### config.mk
export PLATFORM = sky130hd
export DESIGN_NAME = noc_perf_monitor
export DESIGN_NICKNAME = d
export VERILOG_FILES = /design/src/rtl/noc_perf_pkg.sv /design/src/rtl/noc_perf_monitor_lat_reduce.sv /design/src/rtl/noc_perf_monitor.sv
export SDC_FILE = /design/constraint.sdc
export NUM_CORES = 1
export LEC_CHECK = 0
export ABC_AREA = 1
export CAP_MARGIN = 40
export CORE_AREA = 5 5 261 263
export CTS_BUF_LIST = sky130_fd_sc_hd__clkbuf_8
export DETAILED_ROUTE_END_ITERATION = 10
export DIE_AREA = 0 0 266 268
export GPL_TIMING_DRIVEN = 0
export SYNTH_ARGS = -nofsm -noshare
export SYNTH_HDL_FRONTEND = slang
export SYNTH_SLANG_ARGS = --single-unit
export TNS_END_PERCENT = 5
### constraint.sdc
create_clock -name clk -period 8.05 [get_ports clk]
set_input_delay 2.0125 -clock clk [delete_from_list [all_inputs] [get_ports clk]]
set_output_delay 2.0125 -clock clk [all_outputs]
set_load 0.01 [all_outputs]
### src/rtl/noc_perf_pkg.sv
// Shared types and helpers for the NoC performance monitor.
//   state_e   : monitor FSM states
//   popcount  : set-bit count of a lane mask (up to 64 lanes)
//   sat_add   : add that clamps at the all-ones value of a w-bit counter (w <= 64)
package noc_perf_pkg;

  typedef enum logic [1:0] {
    IDLE    = 2'd0,
    RUN     = 2'd1,
    DONE    = 2'd2,
    TIMEOUT = 2'd3
  } state_e;

  function automatic logic [6:0] popcount(input logic [63:0] v);
    logic [6:0] c;
    c = '0;
    for (int i = 0; i < 64; i++) c = c + 7'(v[i]);
    return c;
  endfunction

  // The 65-bit intermediate keeps the carry, so a 64-bit counter clamps too.
  function automatic logic [63:0] sat_add(input logic [63:0] a, input logic [63:0] b,
                                          input int unsigned w);
    logic [64:0] s;
    logic [64:0] lim;
    s   = {1'b0, a} + {1'b0, b};
    lim = (65'd1 << w) - 65'd1;
    return (s > lim) ? lim[63:0] : s[63:0];
  endfunction

endpackage

### src/rtl/noc_perf_monitor_lat_reduce.sv
// noc_lat_reduce: combinational per-lane latency plus sum and max reduction.
//   cycle_now : current timestamp
//   w_valid   : per-lane ejection valid
//   w_data    : ejected flits, lane i at [i*TW +: TW]; stamp in bits [TS_W-1:0]
//   lat_sum   : sum of valid lanes' latencies (wide enough to never overflow)
//   lat_max   : largest valid lane latency, 0 when no lane is valid
module noc_lat_reduce #(
  parameter int N     = 2,
  parameter int TW    = 258,
  parameter int TS_W  = 16,
  parameter int SUM_W = 18
) (
  input  logic [TS_W-1:0]  cycle_now,
  input  logic [N-1:0]     w_valid,
  input  logic [N*TW-1:0]  w_data,
  output logic [SUM_W-1:0] lat_sum,
  output logic [TS_W-1:0]  lat_max
);

  logic [N-1:0][TS_W-1:0] lat;

  // Modulo-2^TS_W subtraction: a stamp taken before the counter wrapped still
  // yields the true latency as long as that latency is below 2^TS_W.
  for (genvar g = 0; g < N; g++) begin : g_lane
    assign lat[g] = w_valid[g] ? (cycle_now - w_data[g*TW +: TS_W]) : '0;
  end

  always_comb begin
    lat_sum = '0;
    lat_max = '0;
    for (int i = 0; i < N; i++) begin
      lat_sum = lat_sum + SUM_W'(lat[i]);
      if (lat[i] > lat_max) lat_max = lat[i];
    end
  end

  // Header and upper payload bits are not needed here.
  logic unused_flit;
  assign unused_flit = ^w_data;

endmodule

### src/rtl/noc_perf_monitor.sv
// noc_perf_monitor: taps PE-side NoC buses, counts injections/ejections, times
// the run and accumulates per-packet latency from a stamp carried in each flit.
//   clk, rstn  : clock, synchronous active-low reset
//   r_valid_pe / r_ready_pe : injection handshake per lane (inject = valid & ready)
//   w_valid_pe / w_data_pe  : ejection per lane, no backpressure
//   cycle_now  : free-running stamp source for the PEs
//   inj_total, ej_total, run_cycles, lat_sum, lat_max : saturating statistics
//   done, timeout : sticky terminal flags
// All outputs come straight from flops.
module noc_perf_monitor
  import noc_perf_pkg::*;
#(
  parameter int X           = 1,
  parameter int Y           = 2,
  parameter int x_size      = 1,
  parameter int y_size      = 1,
  parameter int data_width  = 256,
  parameter int NUM_PACKETS = 10,
  parameter int TS_W        = 16,
  parameter int CNT_W       = 32,
  parameter int TIMEOUT_CYC = 4096
) (
  input  logic                                         clk,
  input  logic                                         rstn,
  input  logic [X*Y-1:0]                               r_valid_pe,
  input  logic [X*Y-1:0]                               r_ready_pe,
  input  logic [X*Y-1:0]                               w_valid_pe,
  input  logic [X*Y*(x_size+y_size+data_width)-1:0]    w_data_pe,
  output logic [TS_W-1:0]                              cycle_now,
  output logic [CNT_W-1:0]                             inj_total,
  output logic [CNT_W-1:0]                             ej_total,
  output logic [CNT_W-1:0]                             run_cycles,
  output logic [CNT_W-1:0]                             lat_sum,
  output logic [TS_W-1:0]                              lat_max,
  output logic                                         done,
  output logic                                         timeout
);

  localparam int N        = X * Y;
  localparam int TW       = x_size + y_size + data_width;
  localparam int EXPECTED = N * NUM_PACKETS;
  localparam int IDLE_W   = $clog2(TIMEOUT_CYC + 1);
  localparam int SUM_W    = TS_W + $clog2(N + 1);

  state_e            state_q, state_d;
  logic [TS_W-1:0]   cycle_q, cycle_d;
  logic [CNT_W-1:0]  inj_q, inj_d, ej_q, ej_d, run_q, run_d, lsum_q, lsum_d;
  logic [TS_W-1:0]   lmax_q, lmax_d;
  logic [IDLE_W-1:0] idle_q, idle_d;
  logic              done_q, done_d, to_q, to_d;

  logic [SUM_W-1:0]  lane_sum;
  logic [TS_W-1:0]   lane_max;

  noc_lat_reduce #(.N(N), .TW(TW), .TS_W(TS_W), .SUM_W(SUM_W)) u_lat (
    .cycle_now (cycle_q),
    .w_valid   (w_valid_pe),
    .w_data    (w_data_pe),
    .lat_sum   (lane_sum),
    .lat_max   (lane_max)
  );

  logic [N-1:0]     inject;
  logic [6:0]       inj_cnt, ej_cnt;
  logic             any_event, any_valid;
  logic [CNT_W-1:0] inj_nxt, ej_nxt, lsum_nxt, run_nxt;
  logic [TS_W-1:0]  lmax_nxt;

  always_comb begin
    inject    = r_valid_pe & r_ready_pe;
    inj_cnt   = popcount(64'(inject));
    ej_cnt    = popcount(64'(w_valid_pe));
    any_event = (|inject) | (|w_valid_pe);
    any_valid = (|r_valid_pe) | (|w_valid_pe);
    inj_nxt   = CNT_W'(sat_add(64'(inj_q), 64'(inj_cnt), CNT_W));
    ej_nxt    = CNT_W'(sat_add(64'(ej_q), 64'(ej_cnt), CNT_W));
    lsum_nxt  = CNT_W'(sat_add(64'(lsum_q), 64'(lane_sum), CNT_W));
    run_nxt   = CNT_W'(sat_add(64'(run_q), 64'd1, CNT_W));
    lmax_nxt  = (lane_max > lmax_q) ? lane_max : lmax_q;
  end

  always_comb begin
    state_d = state_q;
    cycle_d = cycle_q + TS_W'(1);
    inj_d   = inj_q;
    ej_d    = ej_q;
    run_d   = run_q;
    lsum_d  = lsum_q;
    lmax_d  = lmax_q;
    idle_d  = idle_q;
    done_d  = done_q;
    to_d    = to_q;
    unique case (state_q)
      IDLE: begin
        // Ejections before any inject are stimulus errors but still counted.
        inj_d  = inj_nxt;
        ej_d   = ej_nxt;
        lsum_d = lsum_nxt;
        lmax_d = lmax_nxt;
        idle_d = '0;
        if (|inject) begin
          state_d = RUN;
          run_d   = run_nxt;
        end
      end
      RUN: begin
        inj_d  = inj_nxt;
        ej_d   = ej_nxt;
        lsum_d = lsum_nxt;
        lmax_d = lmax_nxt;
        idle_d = any_event ? '0 : idle_q + IDLE_W'(1);
        // Completion is checked first so it wins over a same-cycle timeout;
        // the DONE-entry cycle is deliberately left out of run_cycles.
        if (inj_nxt == CNT_W'(EXPECTED) && ej_nxt == CNT_W'(EXPECTED) && !any_valid) begin
          state_d = DONE;
          done_d  = 1'b1;
        end else begin
          run_d = run_nxt;
          if (idle_d == IDLE_W'(TIMEOUT_CYC)) begin
            state_d = TIMEOUT;
            to_d    = 1'b1;
          end
        end
      end
      default: ;  // DONE / TIMEOUT: everything frozen until reset
    endcase
  end

  always_ff @(posedge clk) begin
    if (!rstn) begin
      state_q <= IDLE;
      cycle_q <= '0;
      inj_q   <= '0;
      ej_q    <= '0;
      run_q   <= '0;
      lsum_q  <= '0;
      lmax_q  <= '0;
      idle_q  <= '0;
      done_q  <= 1'b0;
      to_q    <= 1'b0;
    end else begin
      state_q <= state_d;
      cycle_q <= cycle_d;
      inj_q   <= inj_d;
      ej_q    <= ej_d;
      run_q   <= run_d;
      lsum_q  <= lsum_d;
      lmax_q  <= lmax_d;
      idle_q  <= idle_d;
      done_q  <= done_d;
      to_q    <= to_d;
    end
  end

  assign cycle_now  = cycle_q;
  assign inj_total  = inj_q;
  assign ej_total   = ej_q;
  assign run_cycles = run_q;
  assign lat_sum    = lsum_q;
  assign lat_max    = lmax_q;
  assign done       = done_q;
  assign timeout    = to_q;

endmodule

# Yosys cells after proc, flatten, opt, wreduce, memory -nomap -nowiden
# Index checks and enable logic that the tools add are counted.
# Widths: inputs -> output; s select.
# word_totals
word_cells	70
regBits	177
# op_classes
magnitude_cmp	7
reduce_logical	14
n_addsub	11
bitwise_logic	4
eq_ne	7
muxes	17
# ops
operator	count
$mux 32	6
$gt 33x32->1 const B	4
$add 32x2->33	2
$eq 32x5->1 const B	2
$mux 16	4
$pmux 32 s2	1
$add 32x1->33 const B	1
$add 32x17->33	1
$gt 16x16->1	2
$sub 16x16->16	2
$pmux 13 s2	1
$add 16x16->17	1
$add 16x1->16 const B	1
$gt 16x1->1 const B	1
$add 13x1->13 const B	1
$eq 13x13->1 const B	1
$mux 13	1
$reduce_and 3->1	3
$reduce_or 2->1	4
$mux 2	3
$add 1x1->2	2
$ne 2x2->1 const B	2
$pmux 2 s2	1
$reduce_and 2->1	2
other kinds (9)	11

# Logic depth before layout (Yosys ltp)
# Gate-level depths: netlist of the first run.
# logic_depth
depth_word	10
depth_mapped	38
mapped_depth_nobuf	37

# Hierarchy
# Synthesis of the first run repeated with hierarchy kept, for this count alone.
# unflattened
hier_cells	2638
hier_area_um2	15547.4
# modules_own_cells
module	seq_area_each_um2	area_each_um2	instances	cells_per_inst
noc_perf_monitor	3543.4	11997.8	1	1944
noc_lat_reduce	0.0	3549.7	1	694

# Worst setup path after synthesis of the first run
# No wires, ideal clock.
# synth_path
path_kind	in2reg
startpoint	input port w_data_pe[0]
endpoint	register lmax_q[15], in the netlist lat_max[15]
stages	32
t_required_ns	7.980
slack_ns	1.491
setup_time_ns	0.070
t_arrival_ns	6.490
cell_sequence	ha_1 -> fa_1 -> inv_1 -> nand3_1 -> nand2_1 -> a21oi_1 -> o21ai_0 -> nor2_1 -> nor3_1 -> inv_1 -> ha_1 -> a21oi_1 -> nor2_1 -> a211oi_1 -> nor2_1 -> nor3_1 -> nand3_1 -> nand2_1 -> inv_1 -> clkbuf_1 -> nand2_1 -> o21ai_0 -> ha_1 -> nand2_1 -> o21ai_0 -> a21oi_1 -> o31ai_1 -> nand2_1 -> inv_1 -> clkbuf_1 -> o21ai_0 -> a21oi_1
# synth_via
elab_chain_cells	8
# synth_rtl
item	line_no	source
start: declaration	noc_perf_monitor.sv:28	input logic [X*Y*(x_size+y_size+data_width)-1:0] w_data_pe,
$sub 16x16->16 (*)	noc_perf_monitor_lat_reduce.sv:25	assign lat[g] = w_valid[g] ? (cycle_now - w_data[g*TW +: TS_W]) : '0;
$mux 16 (*)	noc_perf_monitor_lat_reduce.sv:25	
$gt 16x1->1	noc_perf_monitor_lat_reduce.sv:33	if (lat[i] > lat_max) lat_max = lat[i];
$mux 16 (*)	noc_perf_monitor_lat_reduce.sv:33	
$gt 16x16->1	noc_perf_monitor_lat_reduce.sv:33	
$mux 16 (*)	noc_perf_monitor_lat_reduce.sv:33	
named net lane_max[3]	noc_perf_monitor.sv:53	logic [TS_W-1:0] lane_max;
$gt 16x16->1 (*)	noc_perf_monitor.sv:79	lmax_nxt = (lane_max > lmax_q) ? lane_max : lmax_q;
$reduce_and 2->1 (no line) (*)	-	
end signal: assignment	noc_perf_monitor.sv:148	lmax_q <= lmax_d;
end: declaration	noc_perf_monitor.sv:48	logic [TS_W-1:0] lmax_q, lmax_d;
# The timed path passes the listed nets; every way through them passes the cells marked *.
# A chain may end at the register's enable or synchronous reset.

# Worst setup path in the final report of the first run
# layout_path
startpoint	input port w_data_pe[262]
endpoint	register lmax_q[5], in the netlist lat_max[5]
# layout_via
elab_chain_cells	6
# layout_rtl
item	line_no
$sub 16x16->16 (*)	noc_perf_monitor_lat_reduce.sv:25
$mux 16 (*)	noc_perf_monitor_lat_reduce.sv:25
$gt 16x16->1	noc_perf_monitor_lat_reduce.sv:33
$mux 16 (*)	noc_perf_monitor_lat_reduce.sv:33
named net lane_max[9]	noc_perf_monitor.sv:53
$gt 16x16->1 (*)	noc_perf_monitor.sv:79
$reduce_and 2->1 (no line) (*)	-
# Marked as above.

==> results of run 1 <==
[area by class of cell]
class                           instances  area share, %
Multi-Input combinational cell       1816           51.8
Sequential cell                       177           19.4
Timing Repair Buffer                  206           11.3
Inverter                              380           7.80
Tap cell                              864           5.91
Buffer                                 62           1.48
Clock buffer                           18           1.35
Clock inverter                         12          0.931
Antenna cell                            1         0.0137
[state kept, by name (all words and copies together) (netlist names)]
| signal | count |
|---|---|
| ej_total | 32 |
| idle_q | 13 |
| done | 1 |
| cycle_now | 16 |
| run_cycles | 32 |
| state_q | 2 |
| inj_total | 32 |
| lat_sum | 32 |
| timeout | 1 |
| lat_max | 16 |
[cell families after synthesis]
kind of cell | Yosys count | share of synthesized area, %
XOR/XNOR | 59 | 3.52
AO/OA/AOI/OAI | 344 | 13.4
adder cells (fa/ha/maj) | 105 | 10.0
AND/OR/NAND/NOR | 1308 | 37.4
buffers and inverters | 442 | 11.5
flip-flops | 177 | 24.1
[stage by stage]
| stage | hold slack (ns) | TNS [ns] |
|---|---|---|
| 5_1_grt | 0.500 | 0 |
| 4_1_cts | 0.476 | 0 |
| 3_3_place_gp | 0.452 | -8.91 |
| 3_5_place_dp | 0.460 | -9.35 |
| 2_1_floorplan | 0.439 | 0 |
| 6_report | 0.473 | 0 |
[power groups by stage]
stage | combinational (W) | clock [W] | sequential (W)
floorplan | 0.000671 | 0 | 0.00110
global placement | 0.00111 | 0 | 0.00111
detailed placement | 0.00112 | 0 | 0.00111
CTS | 0.00113 | 0.000738 | 0.00109
global route | 0.00128 | 0.000769 | 0.00111
finish | 0.00113 | 0.000710 | 0.00109
[worst min-delay path: cells and delay by family (launching register included)]
kind | cells | cell delay [ns]
flip-flops | 1 | 0.32
AO/OA/AOI/OAI | 1 | 0.05
AND/OR/NAND/NOR | 1 | 0.06
[worst paths after layout]
kind	start	to
max reg2reg	cycle_now[0]	lat_max[5]
min	state_q[0]	state_q[0]
min reg2reg	state_q[0]	state_q[0]
max	w_data_pe[262]	lat_max[5]
[layer usage]
metal,GRT usage [%],vias to the layer above
met1,20.6,7141
li1,-,8226
met5,0,-
met3,4.47,60
met2,25.1,434
met4,4.65,0
[what timing repair did]
action / 4_1_cts / 5_1_grt
resized for setup: 1 / 17
buffers inserted: 0 / 0
endpoints found under the setup margin: 1 / 16
[cell usage after synthesis (all sizes together) (14+ instances only)]
library cell and n:
a21oi 133, nand3 163, nand4 26, ha 84, nand2 656, nor2 391
clkbuf 38, a31oi 14, nand3b 14, o21ai 118, buf 24, xor2 46
fa 21, dfxtp 177, nor3 31, o211ai 32, inv 379
==> impl_metrics.toml, run 1 <==
[outcome]
status = "completed"

[run]
cap_violations = 0

[placement]
postPlaceCellArea_mm2 = 0.0178
dp_hpwl_mm = 47.3
io_buffers = 201
gp_congestion = 0.935
place_inst = 3505
dp_worst_setup_slack_ns = -0.772

[global_route]
grt_pass1_wl_mm = 86.3
track_usage_pct = 15.7
grt_max_degree = 17
grt_pass1_vias = 14617
gr-total-overflow = 0
antenna_found_initial = 2

[yosys]
synth_top_area_share_pct = 24.1
yosysSeqAreaShare_pct = 24.1
synthArstFlopShare_pct = 0
synth_area_leaders = "dfxtp_1 24%, nand2_1 17%, inv_1 9.7%, nor2_1 9.0%, ha_1 7.2%"
yosys_warnings = 0
synth_edf_count = 0
syn_area_mm2 = 0.0147
synth_area_per_cell_um2 = 6.03
synthDistinctLibCells = 48
mappedNetlistNets = 3064
ys_ff_latch = 177
synthCells = 2435
synthFlopType = "dfxtp_1"
synth_top_cell_by_area = "dfxtp_1"

[finish]
seq_area_mm2 = 0.00354
layout_commonest_cell = "nand2_1"
multi_input_area_mm2 = 0.00948
final_nets = 3289
fill_cells = 7426
fin_cells = 3536
fin_area_mm2 = 0.0183
utilization_pct = 28.0
drive_gt1_share_pct = 4.27
areaGrowthSynthToFinish_pct = 24.5
layout_common_cells = "648 x nand2_1, 379 x inv_1, 354 x nor2_1, 201 x clkdlybuf4s50_1, 177 x dfxtp_1"

[timing]
period_minus_slack_ns = 7.64
min_period_over_period_pct = 94.9
max_freq_mhz = 131
final_max_slew_viol_count = 0
setup_violations = 0
setup_slack_ns = 0.412
rsz0062_at_grt = "no"
worst_pin_slew_ns = 0.855
hold_viol_final = 0
slew_headroom_pct = 43.0
fin_skew_ns = 0.0254

[pwr]
fin_total_pwr_w = 0.00294
p_comb_share_pct = 38.6
powerDensity_mw_per_mm2 = 161
vdd.ir_drop.worst_v = 0.000102
p_int_w = 0.00178
seqPwrFrac_pct = 37.2
switching_share_pct = 39.4
power.leakage_nw = 8.41
p_switching_w = 0.00116
clockPowerShare_pct = 24.2

[setup_path]
criticalPathCategory = "in -> reg"
critPathRequiredTime_ns = 8.52
worst-path-max-fanout = 10
cp-start-kind = "input pin"
crit_family = "simple AND/OR/NAND/NOR gates"
critPathCaptureType = "flip-flop"
ff2ff_path_depth = 35
crit_top_cell = "nand2_1"
slowest_delay_ns = 0.54
critical_path_buf_inv_count = 7
cp.arrival_ns = 8.11
reg2reg_slack_ns = 1.76
path_depth = 36
slowest_stage = "clkdlybuf4s50_1"

[cts]
clock_latency_ns = 0.57
cts_tree = "built"
cts_root_buf = "clkbuf_8"
cts_buffer_depth = 2
clk_pin_slew_ns = 0.10
cts_sinks = 177
h-tree-depth = 4
hold_buffers = 0
cts-buffers-inserted = 17

[die]
initial_utilization_pct = 22.5
ioPinCount = 686
design.core.area_mm2 = 0.0654
die_x_um = 266
die_area_mm2 = 0.0713
rows = 94
dieHeight_um = 268

[drt]
highest_layer = "met4"
viasPerCell = 4.49
route.met3.wl_mm = 4.17
first_pass_iters = 5
num_vias = 15861
drc_errors = 0
routed_wl_mm = 57.4
drt-initial-drc-count = 1153
wl_met2_mm = 25.6
ant_nets = 0
drt-wirelength-per-cell_um = 16.2
routedLengthMet1_mm = 26.3

[hold_path]
min_path_cells = 2
hp-class = "reg -> reg"
Note: power is estimated with default switching activity, not from simulation.
==> inputs of run 2 (changes only) <==
--- a/config.mk
+++ b/config.mk
@@ -7,11 +7,15 @@
 export LEC_CHECK = 0
 export ABC_AREA = 1
 export CAP_MARGIN = 40
-export CORE_AREA = 5 5 261 263
+export CELL_PAD_IN_SITES_DETAIL_PLACEMENT = 1
+export CELL_PAD_IN_SITES_GLOBAL_PLACEMENT = 2
+export CORE_ASPECT_RATIO = 1.75
+export CORE_MARGIN = 5
+export CORE_UTILIZATION = 21
 export CTS_BUF_LIST = sky130_fd_sc_hd__clkbuf_8
 export DETAILED_ROUTE_END_ITERATION = 10
-export DIE_AREA = 0 0 266 268
 export GPL_TIMING_DRIVEN = 0
+export PLACE_DENSITY_LB_ADDON = 0.1
 export SYNTH_ARGS = -nofsm -noshare
 export SYNTH_HDL_FRONTEND = slang
 export SYNTH_SLANG_ARGS = --single-unit
==> impl_metrics.toml, run 2 (synthesized netlist as in run 1, its figures left out) <==
[die]
die_area_mm2 = 0.0755
die_x_um = 210
ioPinCount = 686
rows = 128
dieHeight_um = 360
initial_utilization_pct = 21.1
design.core.area_mm2 = 0.0695

[finish]
fill_cells = 8962
areaGrowthSynthToFinish_pct = 25.5
fin_area_mm2 = 0.0184
layout_common_cells = "646 x nand2_1, 376 x inv_1, 351 x nor2_1, 201 x clkdlybuf4s50_1, 177 x dfxtp_1"
utilization_pct = 26.5
layout_commonest_cell = "nand2_1"
drive_gt1_share_pct = 4.82
fin_cells = 3589
final_nets = 3293

[setup_path]
crit_family = "buffers and inverters"
critical_path_buf_inv_count = 8
cp.arrival_ns = 8.13
cp-start-kind = "input pin"
worst-path-max-fanout = 10
critPathCaptureType = "flip-flop"
slowest_delay_ns = 0.76
critPathRequiredTime_ns = 8.55
criticalPathCategory = "in -> reg"
slowest_stage = "clkdlybuf4s50_1"

[pwr]
seqPwrFrac_pct = 36.3
p_comb_share_pct = 39.4
vdd.ir_drop.worst_v = 0.000132
power.leakage_nw = 8.42
p_switching_w = 0.00125
clockPowerShare_pct = 24.2
switching_share_pct = 41.6
powerDensity_mw_per_mm2 = 162
p_int_w = 0.00175

[drt]
routed_wl_mm = 73.8
routedLengthMet1_mm = 27.2
drt-initial-drc-count = 503
first_pass_iters = 6
route.met3.wl_mm = 2.76
ant_nets = 0
drc_errors = 0
highest_layer = "met5"
viasPerCell = 4.53
wl_met2_mm = 41.9
num_vias = 16276
drt-wirelength-per-cell_um = 20.6

[global_route]
grt_pass1_vias = 17168
track_usage_pct = 19.2
antenna_found_initial = 4
grt_pass1_wl_mm = 109
gr-total-overflow = 0
grt_max_degree = 18

[cts]
cts-buffers-inserted = 17
clock_latency_ns = 0.61
cts_root_buf = "clkbuf_8"
cts_tree = "built"
cts_buffer_depth = 2
cts_sinks = 177
h-tree-depth = 4
clk_pin_slew_ns = 0.12

[run]
cap_violations = 0

[hold_path]
hp-class = "reg -> reg"

[timing]
max_freq_mhz = 131
hold_viol_final = 0
fin_skew_ns = 0.0232
setup_violations = 0
rsz0062_at_grt = "no"
tns_ns = 0
final_max_slew_viol_count = 0
period_minus_slack_ns = 7.62
worst_pin_slew_ns = 0.872
min_period_over_period_pct = 94.7
setup_slack_ns = 0.426
slew_headroom_pct = 41.3

[outcome]
status = "completed"

[placement]
dp_hpwl_mm = 62.6
dp_worst_setup_slack_ns = -1.44
postPlaceCellArea_mm2 = 0.0179
place_inst = 3554
io_buffers = 201
gp_congestion = 0.892
## run 2: cell types whose count changed in the layout (fill, tap and decap cells not counted), sizes merged
cell | previous run | this run
buf | 29 | 33
bufinv | 4 | 2
inv | 382 | 385
diode | 1 | 2
clkinv | 5 | 3
clkinvlp | 1 | 4
## run 2: tightest hold or removal path, stage by stage (launching register included)
cell and delay [ns]:
dfxtp_1 0.32, inv_1 0.05, a21oi_1 0.05
## run 2: path summary, 6_finish.rpt
kind,startpoint,endpoint,slack [ns],cells past startpoint
max,w_valid_pe[0],lat_max[15],0.43,27
min,done,done,0.46,2
min reg2reg,done,done,0.46,2
max reg2reg,cycle_now[0],lat_max[15],1.76,36
## run 2: final cells by class
type                       count  area, um^2  share of cell area [%]
timing repair buffer         210        2130                    11.5
clock inverter                14         169                   0.917
buffer                        62         270                    1.47
tap                          910        1140                    6.18
inverter                     380        1430                    7.76
clock buffer                  18         248                    1.34
antenna                        2        5.00                  0.0272
multi-input combinational   1816        9500                    51.5
sequential                   177        3540                    19.2
## run 2: power groups by stage
stage                     sequential (W)  combinational, W  clock, W
after floorplan                  0.00110          0.000671         0
after global placement           0.00111           0.00117         0
after detailed placement         0.00111           0.00118         0
after CTS                        0.00109           0.00120  0.000779
after global routing             0.00110           0.00133  0.000803
final                            0.00109           0.00118  0.000726
## run 2: repair_timing
item	CTS	global route
cloned	0	0
endpoints found under the setup margin	16	16
setup buffers	0	1
resized for setup	9	13
hold buffers	0	0
## run 2: per-layer routing
layer  vias to the layer above  GRT usage [%]
met4                         4           5.13
met2                       260           39.4
met5                         -              0
met3                        60           4.13
li1                       8215              -
met1                      7737           19.1
## run 2: through the flow
step | hold WS [ns] | power (W)
CTS | 0.467 | 0.00307
global placement | 0.446 | 0.00228
finish | 0.458 | 0.00299
detailed placement | 0.450 | 0.00229
global route | 0.485 | 0.00324
floorplan | 0.439 | 0.00177
==> inputs of run 3 (changes only) <==
--- a/config.mk
+++ b/config.mk
@@ -16,6 +16,7 @@
 export DETAILED_ROUTE_END_ITERATION = 10
 export GPL_TIMING_DRIVEN = 0
 export PLACE_DENSITY_LB_ADDON = 0.1
+export RECOVER_POWER = 50
 export SYNTH_ARGS = -nofsm -noshare
 export SYNTH_HDL_FRONTEND = slang
 export SYNTH_SLANG_ARGS = --single-unit
==> impl_metrics.toml, run 3 (synthesized netlist as in run 1, its figures left out) <==
[outcome]
status = "completed"

[cts]
cts_tree = "built"
clock_latency_ns = 0.62
h-tree-depth = 4
clk_pin_slew_ns = 0.12
cts_buffer_depth = 2
hold_buffers = 0
cts_sinks = 177
cts-buffers-inserted = 17
cts_root_buf = "clkbuf_8"

[drt]
drc_errors = 0
num_vias = 16307
first_pass_iters = 5
routed_wl_mm = 73.8
ant_nets = 0
drt-wirelength-per-cell_um = 20.6
drt-initial-drc-count = 536
viasPerCell = 4.54

[pwr]
vdd.ir_drop.worst_v = 0.000133
fin_total_pwr_w = 0.00296
power.leakage_nw = 8.84
powerDensity_mw_per_mm2 = 161

[setup_path]
cp-start-kind = "input pin"
critPathRequiredTime_ns = 8.55
rr_startpoint = "cycle_now[0]"
reg2reg_slack_ns = 1.79
cp.arrival_ns = 8.13
ff2ff_path_depth = 36
reg2reg_to = "lat_max[15]"
worst-path-max-fanout = 10
criticalPathCategory = "in -> reg"
critPathCaptureType = "flip-flop"

[finish]
fin_cells = 3589
final_nets = 3293
seq_area_mm2 = 0.00354
drive_gt1_share_pct = 4.74
areaGrowthSynthToFinish_pct = 25.3
fill_cells = 8964
layout_common_cells = "646 x nand2_1, 376 x inv_1, 351 x nor2_1, 177 x dfxtp_1, 162 x nand3_1"
multi_input_area_mm2 = 0.00950
layout_commonest_cell = "nand2_1"

[timing]
fin_skew_ns = 0.0238
max_freq_mhz = 131
final_max_slew_viol_count = 0
setup_violations = 0
slew_headroom_pct = 41.3
period_minus_slack_ns = 7.63
tns_ns = 0
worst_pin_slew_ns = 0.872
hold_viol_final = 0
rsz0062_at_grt = "no"
min_period_over_period_pct = 94.8

[die]
design.core.area_mm2 = 0.0695
die_area_mm2 = 0.0755
rows = 128
dieHeight_um = 360
ioPinCount = 686
initial_utilization_pct = 21.1
die_x_um = 210

[global_route]
track_usage_pct = 19.2
grt_max_degree = 18
grt_pass1_wl_mm = 109
grt_pass1_vias = 17168
antenna_found_initial = 4
gr-total-overflow = 0

[placement]
io_buffers = 201
dp_hpwl_mm = 62.6
gp_congestion = 0.892
place_inst = 3554

[hold_path]
min_path_cells = 2
min_from = "done"
hp-class = "reg -> reg"
hold_end = "done"

[run]
cap_violations = 0
## run 3: how the worst max path moves through the flow
| stage | to | depth (start not counted) | start |
|---|---|---|---|
| after floorplan | lat_max[15] | 32 | w_data_pe[0] |
| after global placement | lat_max[15] | 29 | w_data_pe[2] |
| after detailed placement | lat_max[15] | 29 | w_data_pe[2] |
| after CTS | lat_max[15] | 37 | w_data_pe[258] |
| after global routing | lat_max[15] | 35 | w_data_pe[3] |
| final | lat_max[15] | 27 | w_valid_pe[0] |
## run 3: critical path, cell delays in order
cell and delay, ns:
dlygate4sd3_1 0.84, buf_2 0.34, clkinv_1 0.35, nor3_1 0.66, inv_1 0.14, ha_1 0.34, nand4_1 0.15, o221ai_1 0.28
nand2_1 0.09, nand3_1 0.09, nand2_2 0.12, inv_2 0.17, clkbuf_4 0.25, nand2_1 0.07, o21ai_0 0.17, ha_1 0.32
a21oi_1 0.15, nor2_1 0.06, a211oi_1 0.18, o21ai_0 0.11, a21oi_1 0.26, o31ai_1 0.14, nand2_2 0.17, clkinvlp_4 0.14
clkbuf_2 0.24, o21ai_0 0.20, a21oi_1 0.06
## run 3: report_power, final
part / switching [W] / internal, W / leakage, nW
clock network: 0.000433 / 0.000294 / 0.203
registers: 0.000118 / 0.000966 / 1.44
logic: 0.000693 / 0.000456 / 7.20
total: 0.00124 / 0.00172 / 8.84
## run 3: area by class of cell
type                    instances  area share (%)
well taps                     910            6.19
multi-input cells            1816            51.6
clock inverters                14           0.918
flip-flops and latches        177            19.3
diodes                          2          0.0272
repair buffers                210            11.4
clock buffers                  18            1.35
plain buffers                  62            1.47
inverters                     380            7.77
## run 3: timing repair
action,4_1_cts,5_1_grt
endpoints found under the setup margin,16,16
resized for setup,9,13
setup buffers,0,1
cloned,0,0
## run 3: stage by stage
stage                     setup WS, ns  utilization (%)  area [um^2]  hold WS [ns]
after floorplan                   1.49                -        14700         0.439
after global placement           -1.36             25.7        17800         0.446
after detailed placement         -1.44             25.8        17900         0.450
after CTS                       0.0534             26.4        18400         0.467
after global routing           0.00636             26.5        18400         0.482
final                            0.421             26.5        18400         0.456
## run 3: per-layer routing
layer | vias up | wire length, um | track usage, %
met5 | - | 27 | 0
met4 | 4 | 1860 | 5.13
met3 | 63 | 2660 | 4.13
met2 | 259 | 41900 | 39.4
met1 | 7766 | 27300 | 19.1
li1 | 8215 | - | -
